$ cat config.mk
export PLATFORM = sky130hd
export DESIGN_NAME = counter_cmd_sequencer
export DESIGN_NICKNAME = d
export VERILOG_FILES = /design/src/rtl/counter_cmd_sequencer.sv
export SDC_FILE = /design/constraint.sdc
export NUM_CORES = 1
export LEC_CHECK = 0
export CORE_MARGIN = 5
export CORE_UTILIZATION = 57
export CTS_BUF_LIST = sky130_fd_sc_hd__clkbuf_4
export CTS_CLUSTER_DIAMETER = 120
export DETAILED_ROUTE_END_ITERATION = 10
export GPL_TIMING_DRIVEN = 0
export PLACE_DENSITY = 0.81
export SYNTH_ARGS = -nofsm -noshare
export SYNTH_HDL_FRONTEND = slang
export SYNTH_SLANG_ARGS = --single-unit
$ cat constraint.sdc
create_clock -name clk -period 3.5 [get_ports clk]
set_clock_uncertainty 0.05 [all_clocks]
set_input_delay 0.525 -clock clk [delete_from_list [all_inputs] [get_ports clk]]
set_output_delay 0.525 -clock clk [all_outputs]
set_load 0.1 [all_outputs]
$ cat src/rtl/counter_cmd_sequencer.sv
// counter_cmd_sequencer: queues up/down-counter commands in a FIFO and replays them
// as registered Load/UP/DOWN strobes, one command after another with no idle gap.
module counter_cmd_sequencer #(
  parameter int DEPTH = 4
) (
  input  logic       clk,
  input  logic       RST,
  input  logic       cmd_valid,
  output logic       cmd_ready,
  input  logic [1:0] cmd_op,
  input  logic [4:0] cmd_arg,
  output logic       Load,
  output logic [4:0] IN,
  output logic       UP,
  output logic       DOWN,
  output logic       busy,
  output logic [3:0] fifo_count
);
  localparam int AW = $clog2(DEPTH);
  typedef enum logic {IDLE, ISSUE} state_t;
  state_t state, state_d;
  logic [6:0] mem [DEPTH];
  logic [AW-1:0] wr_ptr, rd_ptr;
  logic [4:0] rpt, rpt_d, in_d, harg;
  logic [1:0] hop;
  logic load_d, up_d, down_d, push, pop, live;
  assign cmd_ready = fifo_count < 4'(DEPTH);
  assign push = cmd_valid && cmd_ready;
  assign {hop, harg} = mem[rd_ptr];
  // NOP and zero-count UP/DOWN are popped but never issued
  assign live = hop == 2'b01 || (hop[1] && harg != 5'd0);
  assign busy = state == ISSUE;
  always_comb begin
    state_d = state;
    rpt_d = rpt;
    load_d = 1'b0;
    in_d = 5'd0;
    up_d = 1'b0;
    down_d = 1'b0;
    pop = 1'b0;
    if (busy && rpt != 5'd0) begin
      rpt_d = rpt - 5'd1;
      up_d = UP;
      down_d = DOWN;
    end else if (fifo_count != 4'd0) begin
      pop = 1'b1;
      state_d = live ? ISSUE : IDLE;
      load_d = hop == 2'b01;
      in_d = hop == 2'b01 ? harg : 5'd0;
      up_d = hop == 2'b10 && live;
      down_d = hop == 2'b11 && live;
      rpt_d = hop[1] && live ? harg - 5'd1 : 5'd0;
    end else begin
      state_d = IDLE;
      rpt_d = 5'd0;
    end
  end
  always_ff @(posedge clk or negedge RST) begin
    if (!RST) begin
      state <= IDLE;
      rpt <= 5'd0;
      Load <= 1'b0;
      IN <= 5'd0;
      UP <= 1'b0;
      DOWN <= 1'b0;
      wr_ptr <= '0;
      rd_ptr <= '0;
      fifo_count <= 4'd0;
    end else begin
      state <= state_d;
      rpt <= rpt_d;
      Load <= load_d;
      IN <= in_d;
      UP <= up_d;
      DOWN <= down_d;
      wr_ptr <= wr_ptr + AW'(push);
      rd_ptr <= rd_ptr + AW'(pop);
      fifo_count <= fifo_count + 4'(push) - 4'(pop);
    end
  end
  always_ff @(posedge clk) if (push) mem[wr_ptr] <= {cmd_op, cmd_arg};
endmodule

# Yosys cells after proc, flatten, opt, wreduce, memory -nomap -nowiden
# Memory sizes are Yosys's and may differ from the RTL's.
# Cells that the tools add are included.
word_totals:
  in_bits: 10
  elab_cells: 46
  ff_bits: 22
  ramBits: 28
  output_inout_bits: 14
  memories: 1
op_classes:
  n_lt_le_gt_ge: 1
  eq_ne: 3
  mux: 16
  n_reduce_logical: 10
  addsub: 6
mem_list:
  columns: ["name", "depth", "word_bits", "rd", "rd_ports_with_merged_regs", "write_ports", "line", "text"]
  rows:
  - ["mem", 4, 7, 1, 0, 1, "22", "logic [6:0] mem [DEPTH];"]
ops:
  columns: ["op", "count"]
  rows:
  - ["$mux W5", 6]
  - ["$mux W1", 10]
  - ["$reduce_bool A5 Y1", 2]
  - ["$sub A5 B1 Y5 const B", 2]
  - ["$logic_and A1 B1 Y1", 6]
  - ["$add A2 B1 Y2", 2]
  - ["$add A4 B1 Y4", 1]
  - ["$eq A2 B2 Y1 const B", 2]
  - ["$lt A4 B3 Y1 const B", 1]
  - ["$reduce_bool A4 Y1", 1]
  - ["$sub A4 B1 Y4", 1]
  - ["$eq A2 B1 Y1 const B", 1]
  - ["$logic_or A1 B1 Y1", 1]

# Longest topological paths before layout
# An unclocked memory read counts as a cell.
depth:
  ltp_word: 8
  ltp_mapped: 9

# Worst setup path after synthesis
# Ideal clock, no wire load.
synth_timing:
  kind: "flip-flop to flip-flop"
  start: "reg fifo_count[2]"
  end: "reg fifo_count[1]"
  stages_incl_launch_ff: 9
  setup_slack_ns: 0.295
  t_arrival_ns: 3.041
  setup_ns: 0.114
  period_less_slack_ns: 3.205
  t_required_ns: 3.336
  cell_sequence: "dfrtp_1 > inv_1 > ha_1 > a22oi_2 > xnor2_1 > ha_1 > inv_1 > fa_1 > inv_1"
synth_via:
  elab_chain_cells: 4
synth_lines:
  columns: ["item", "line", "text"]
  rows:
  - ["start, declared", "17", "output logic [3:0] fifo_count"]
  - ["start signal, assigned", "78", "fifo_count <= fifo_count + 4'(push) - 4'(pop);"]
  - ["$lt A4 B3 Y1", "27", "assign cmd_ready = fifo_count < 4'(DEPTH);"]
  - ["via cmd_ready", "9", "output logic cmd_ready,"]
  - ["$logic_and A1 B1 Y1", "28", "assign push = cmd_valid && cmd_ready;"]
  - ["$add A4 B1 Y4", "78", null]
  - ["$sub A4 B1 Y4", "78", null]
# The timed path passes the listed nets, and every way through them passes these cells.
# A chain may end at the register's enable or synchronous reset.

# Worst setup path in the final report
layout_timing:
  start: "reg fifo_count[2]"
  end: "out cmd_ready"
layout_via:
  elab_chain_cells: 1
layout_lines:
  columns: ["item", "line"]
  rows:
  - ["$lt A4 B3 Y1", "27"]
  - ["end, declared", "9"]
# No other way between the ends.

==> metrics.md <==
| Metric | Value |
|---|---|
| Root buffer cell | `sky130_fd_sc_hd__clkbuf_4` |
| Pin count of the biggest net entering global routing | `23` |
| Top cells by instance count after synthesis | `sky130_fd_sc_hd__edfxtp_1 (28), sky130_fd_sc_hd__dfrtp_1 (22), sky130_fd_sc_hd__inv_1 (16)` |
| Max Buffers Root-to-Sink | `2` |
| Site row count | `22` |
| Number of levels the H-tree was split into | `2` |
| GRT Overall Usage | `15.0%` |
| Post-CTS sizing | `0` |
| Aggregate global routing overflow | `0` |
| Half-perimeter wire length after placement | `2480 microns` |
| Cts hold-fix bufs | `0` |
| Io pins | `24` |
| Worst-margin pin slew | `around 1100 ps` |
| First DRT Iteration DRCs | `55` |
| Number of routed nets with antenna violations | `0` |
| Wire length of the first global-routing pass | `5700 microns` |
| Type of destination of the critical path | `primary output` |
| Origin of the critical flop-to-flop path | `rpt[0]` |
| Final Wtd Congestion | `0.771` |
| DRC violations left | `0` |
| Initial cell density of the core | `57.7%` |
| Worst min path class | `reg -> reg` |
| Dominant cells by area after synthesis | `sky130_fd_sc_hd__edfxtp_1 (40%), sky130_fd_sc_hd__dfrtp_1 (26%), sky130_fd_sc_hd__mux4_2 (7.6%), sky130_fd_sc_hd__ha_1 (5.4%), sky130_fd_sc_hd__xnor2_1 (3.4%)` |
| Clk sink count | `50` |
| Proportion of synthesized flip-flops having asynchronous set or reset | `a little over two fifths` |
| Share of the synthesized area in the top cell type | `around 40%` |
| Sequence of cells on the critical path | `inv_1, ha_1, clkdlybuf4s50_1` |
| Hold violation count in the final report | `0` |
| Crit path largest cell delay | `1150 ps` |
| Via count of the routed design | `1142` |
| Final TNS setup | `0 ps` |
| Average routed wire per standard cell | `15.6 microns` |
| Number of enable-type register cells in the synthesized netlist | `28` |
| Max_cap viols | `0` |
| Number of diodes added for antenna fixing | `0` |
| Core outline area | `0.00361 sq mm` |
| Setup violation total in the final timing report | `0` |
| Critical path required time | `approximately 3000 ps` |
| Max-slew violation count | `0` |
| Source-to-sink clock delay at the later pin of the worst-skew pair | `370 ps` |
| Number of antenna violations at the first check in global routing | `0` |
| Summed instance area of the synthesized netlist | `0.00208 sq mm` |
| Category of the most critical setup path | `reg -> out` |
| Number of buffers added by the clock tree synthesis step | `5` |
| Total iterations of the first detailed-routing run | `4` |
| Post-synth cell types | `25` |
| Syn_area_per_cell | `~16 sq um` |
| Fraction of layout cells with a size suffix above 1 | `11.0%` |
| Synthesized netlist net count | `153` |
| Primary flip-flop cell chosen by synthesis mapping | `sky130_fd_sc_hd__edfxtp_1` |
| Maximum clock rate | `357 MHz` |
| Critical Path AT | `2230 ps` |
| Height of the chip | `70.4 microns` |
| Synthesized instance count | `about 130` |
| Filler cell count in the final layout | `between 200 and 300` |
| Run status | `complete, no violations` |
| Count of yosys warnings during synthesis | `0` |
| Launch point of the critical path | `fifo_count[2]` |
| Area delta synth->final | `16.5%` |
| Net count, final | `approximately 180` |
| Post-CTS clock slew at the launch and capture registers of the worst setup and hold paths | `140 ps` |
| Unrepaired setup endpoints after global routing | `no` |
| Drt total wl | `about 3300 microns` |
| Number of global-route vias before repair | `1216` |
| Proportion of synthesized chip area in sequential cells | `between 60 and 70%` |
| Post CTS Setup Buffer Count | `0` |
| Average vias per placed instance | `5.39` |
| Worst Hold Margin | `476 ps` |
| Chip width | `70.4 microns` |
| Count of buffers from port buffering | `23` |
| Crit share post-route | `80.0%` |
| Critical Path Fanout Max | `3` |
| Flop and latch count out of synthesis | `50` |
| Minimum period implied by the final worst setup slack | `2800 ps` |
| Clock tree from TritonCTS | `yes` |
| Source of the worst hold timing path | `rpt[0]` |
| Nature of the critical path startpoint | `flip-flop` |
| Cell taking the most area after synthesis | `sky130_fd_sc_hd__edfxtp_1` |
| Library cell contributing the largest single delay on the critical path | `sky130_fd_sc_hd__clkdlybuf4s50_1` |
| Library cell with the highest instance count after synthesis | `sky130_fd_sc_hd__edfxtp_1` |
| Die Footprint | `0.00496 sq mm` |
| Max-slew headroom at the worst pin | `24.4%` |
-- cell type report --
| cell class | instances | area [sq um] | area share (%) |
|---|---|---|---|
| tap | 48 | 60.1 | 2.48 |
| inverter | 16 | 60.1 | 2.48 |
| multi-input combinational | 65 | 614 | 25.3 |
| buffer | 2 | 15.0 | 0.619 |
| timing repair buffer | 23 | 230 | 9.49 |
| clock inverter | 2 | 8.76 | 0.361 |
| sequential | 50 | 1390 | 57.4 |
| clock buffer | 6 | 45.0 | 1.86 |
-- registers in the layout (all words and copies together) (netlist names) --
signal / count
mem: 28
DOWN: 1
wr_ptr: 2
Load: 1
fifo_count: 4
rpt: 5
busy: 1
rd_ptr: 2
UP: 1
IN: 5
-- through the flow --
stage / cell area (sq um) / worst slack, ps / utilization, % / instances
finish: 2420 / 700 / 67.2 / 212
global placement: 2370 / 881 / 65.8 / 204
CTS: 2420 / 680 / 67.2 / 212
global route: 2420 / 606 / 67.2 / 212
floorplan: 2080 / 295 / - / 133
detailed placement: 2370 / 764 / 65.8 / 204
-- cell families after synthesis --
kind of cell / share of synthesized area (%)
flip-flops: 66.9
XOR/XNOR: 5.05
multiplexers: 7.58
AND/OR/NAND/NOR: 7.34
buffers and inverters: 3.61
adder cells (fa/ha/maj): 6.37
AO/OA/AOI/OAI: 3.19
-- per-layer routing --
| metal | wire length, microns | track usage (%) | vias to the layer above |
|---|---|---|---|
| met1 | 1330 | 17.7 | 569 |
| li1 | - | - | 535 |
| met2 | 1790 | 26.5 | 30 |
| met4 | 27 | 3.83 | 0 |
| met5 | 0 | 0 | - |
| met3 | 172 | 4.60 | 8 |
-- worst max-delay path, delay by kind of cell, from the launching register on --
kind,cells,cell delay [ps]
flops,1,400
fa+ha+maj,1,210
buf+inv,2,1240
-- worst paths after layout --
kind,to,cells past startpoint,slack (ps)
worst max-delay path,cmd_ready,3,700
worst min-delay path,rpt[0],1,480
worst max register to register,fifo_count[2],9,770
worst min register to register,rpt[0],1,480
max in group asynchronous,IN[1],1,2160
min in group asynchronous,fifo_count[3],1,630
-- placed cells by master (no fill, tap or decap) --
| master | Yosys | layout |
|---|---|---|
| sky130_fd_sc_hd__edfxtp_1 | 28 | 28 |
| sky130_fd_sc_hd__clkdlybuf4s50_1 | 0 | 23 |
| sky130_fd_sc_hd__dfrtp_1 | 22 | 22 |
| sky130_fd_sc_hd__inv_1 | 16 | 16 |
| sky130_fd_sc_hd__ha_1 | 9 | 9 |
| sky130_fd_sc_hd__xnor2_1 | 8 | 8 |
| sky130_fd_sc_hd__nor2_1 | 7 | 7 |
| sky130_fd_sc_hd__mux4_2 | 7 | 7 |
| sky130_fd_sc_hd__clkbuf_4 | 0 | 6 |
| sky130_fd_sc_hd__nand2_1 | 5 | 5 |
| sky130_fd_sc_hd__o22ai_1 | 5 | 5 |
| sky130_fd_sc_hd__xor2_1 | 4 | 4 |
| sky130_fd_sc_hd__nor3_1 | 3 | 3 |
| sky130_fd_sc_hd__nor3b_1 | 3 | 3 |
| sky130_fd_sc_hd__nand3_1 | 3 | 3 |
| sky130_fd_sc_hd__o21ai_1 | 2 | 2 |
| sky130_fd_sc_hd__or4b_1 | 1 | 1 |
| sky130_fd_sc_hd__a22oi_2 | 1 | 1 |
| sky130_fd_sc_hd__buf_6 | 1 | 1 |
| sky130_fd_sc_hd__clkbuf_1 | 1 | 1 |
| sky130_fd_sc_hd__or4b_4 | 1 | 1 |
| sky130_fd_sc_hd__nand3_4 | 1 | 1 |
| sky130_fd_sc_hd__nand3b_1 | 1 | 1 |
| sky130_fd_sc_hd__a21o_1 | 1 | 1 |
| sky130_fd_sc_hd__a21oi_1 | 1 | 1 |
| sky130_fd_sc_hd__and3_1 | 1 | 1 |
| sky130_fd_sc_hd__fa_1 | 1 | 1 |
| sky130_fd_sc_hd__clkinv_1 | 0 | 1 |
| sky130_fd_sc_hd__clkinv_2 | 0 | 1 |
Power is left out: the tool's default activity adds up to more than one toggle a clock period on the data nets, which glitch-free logic cannot reach.
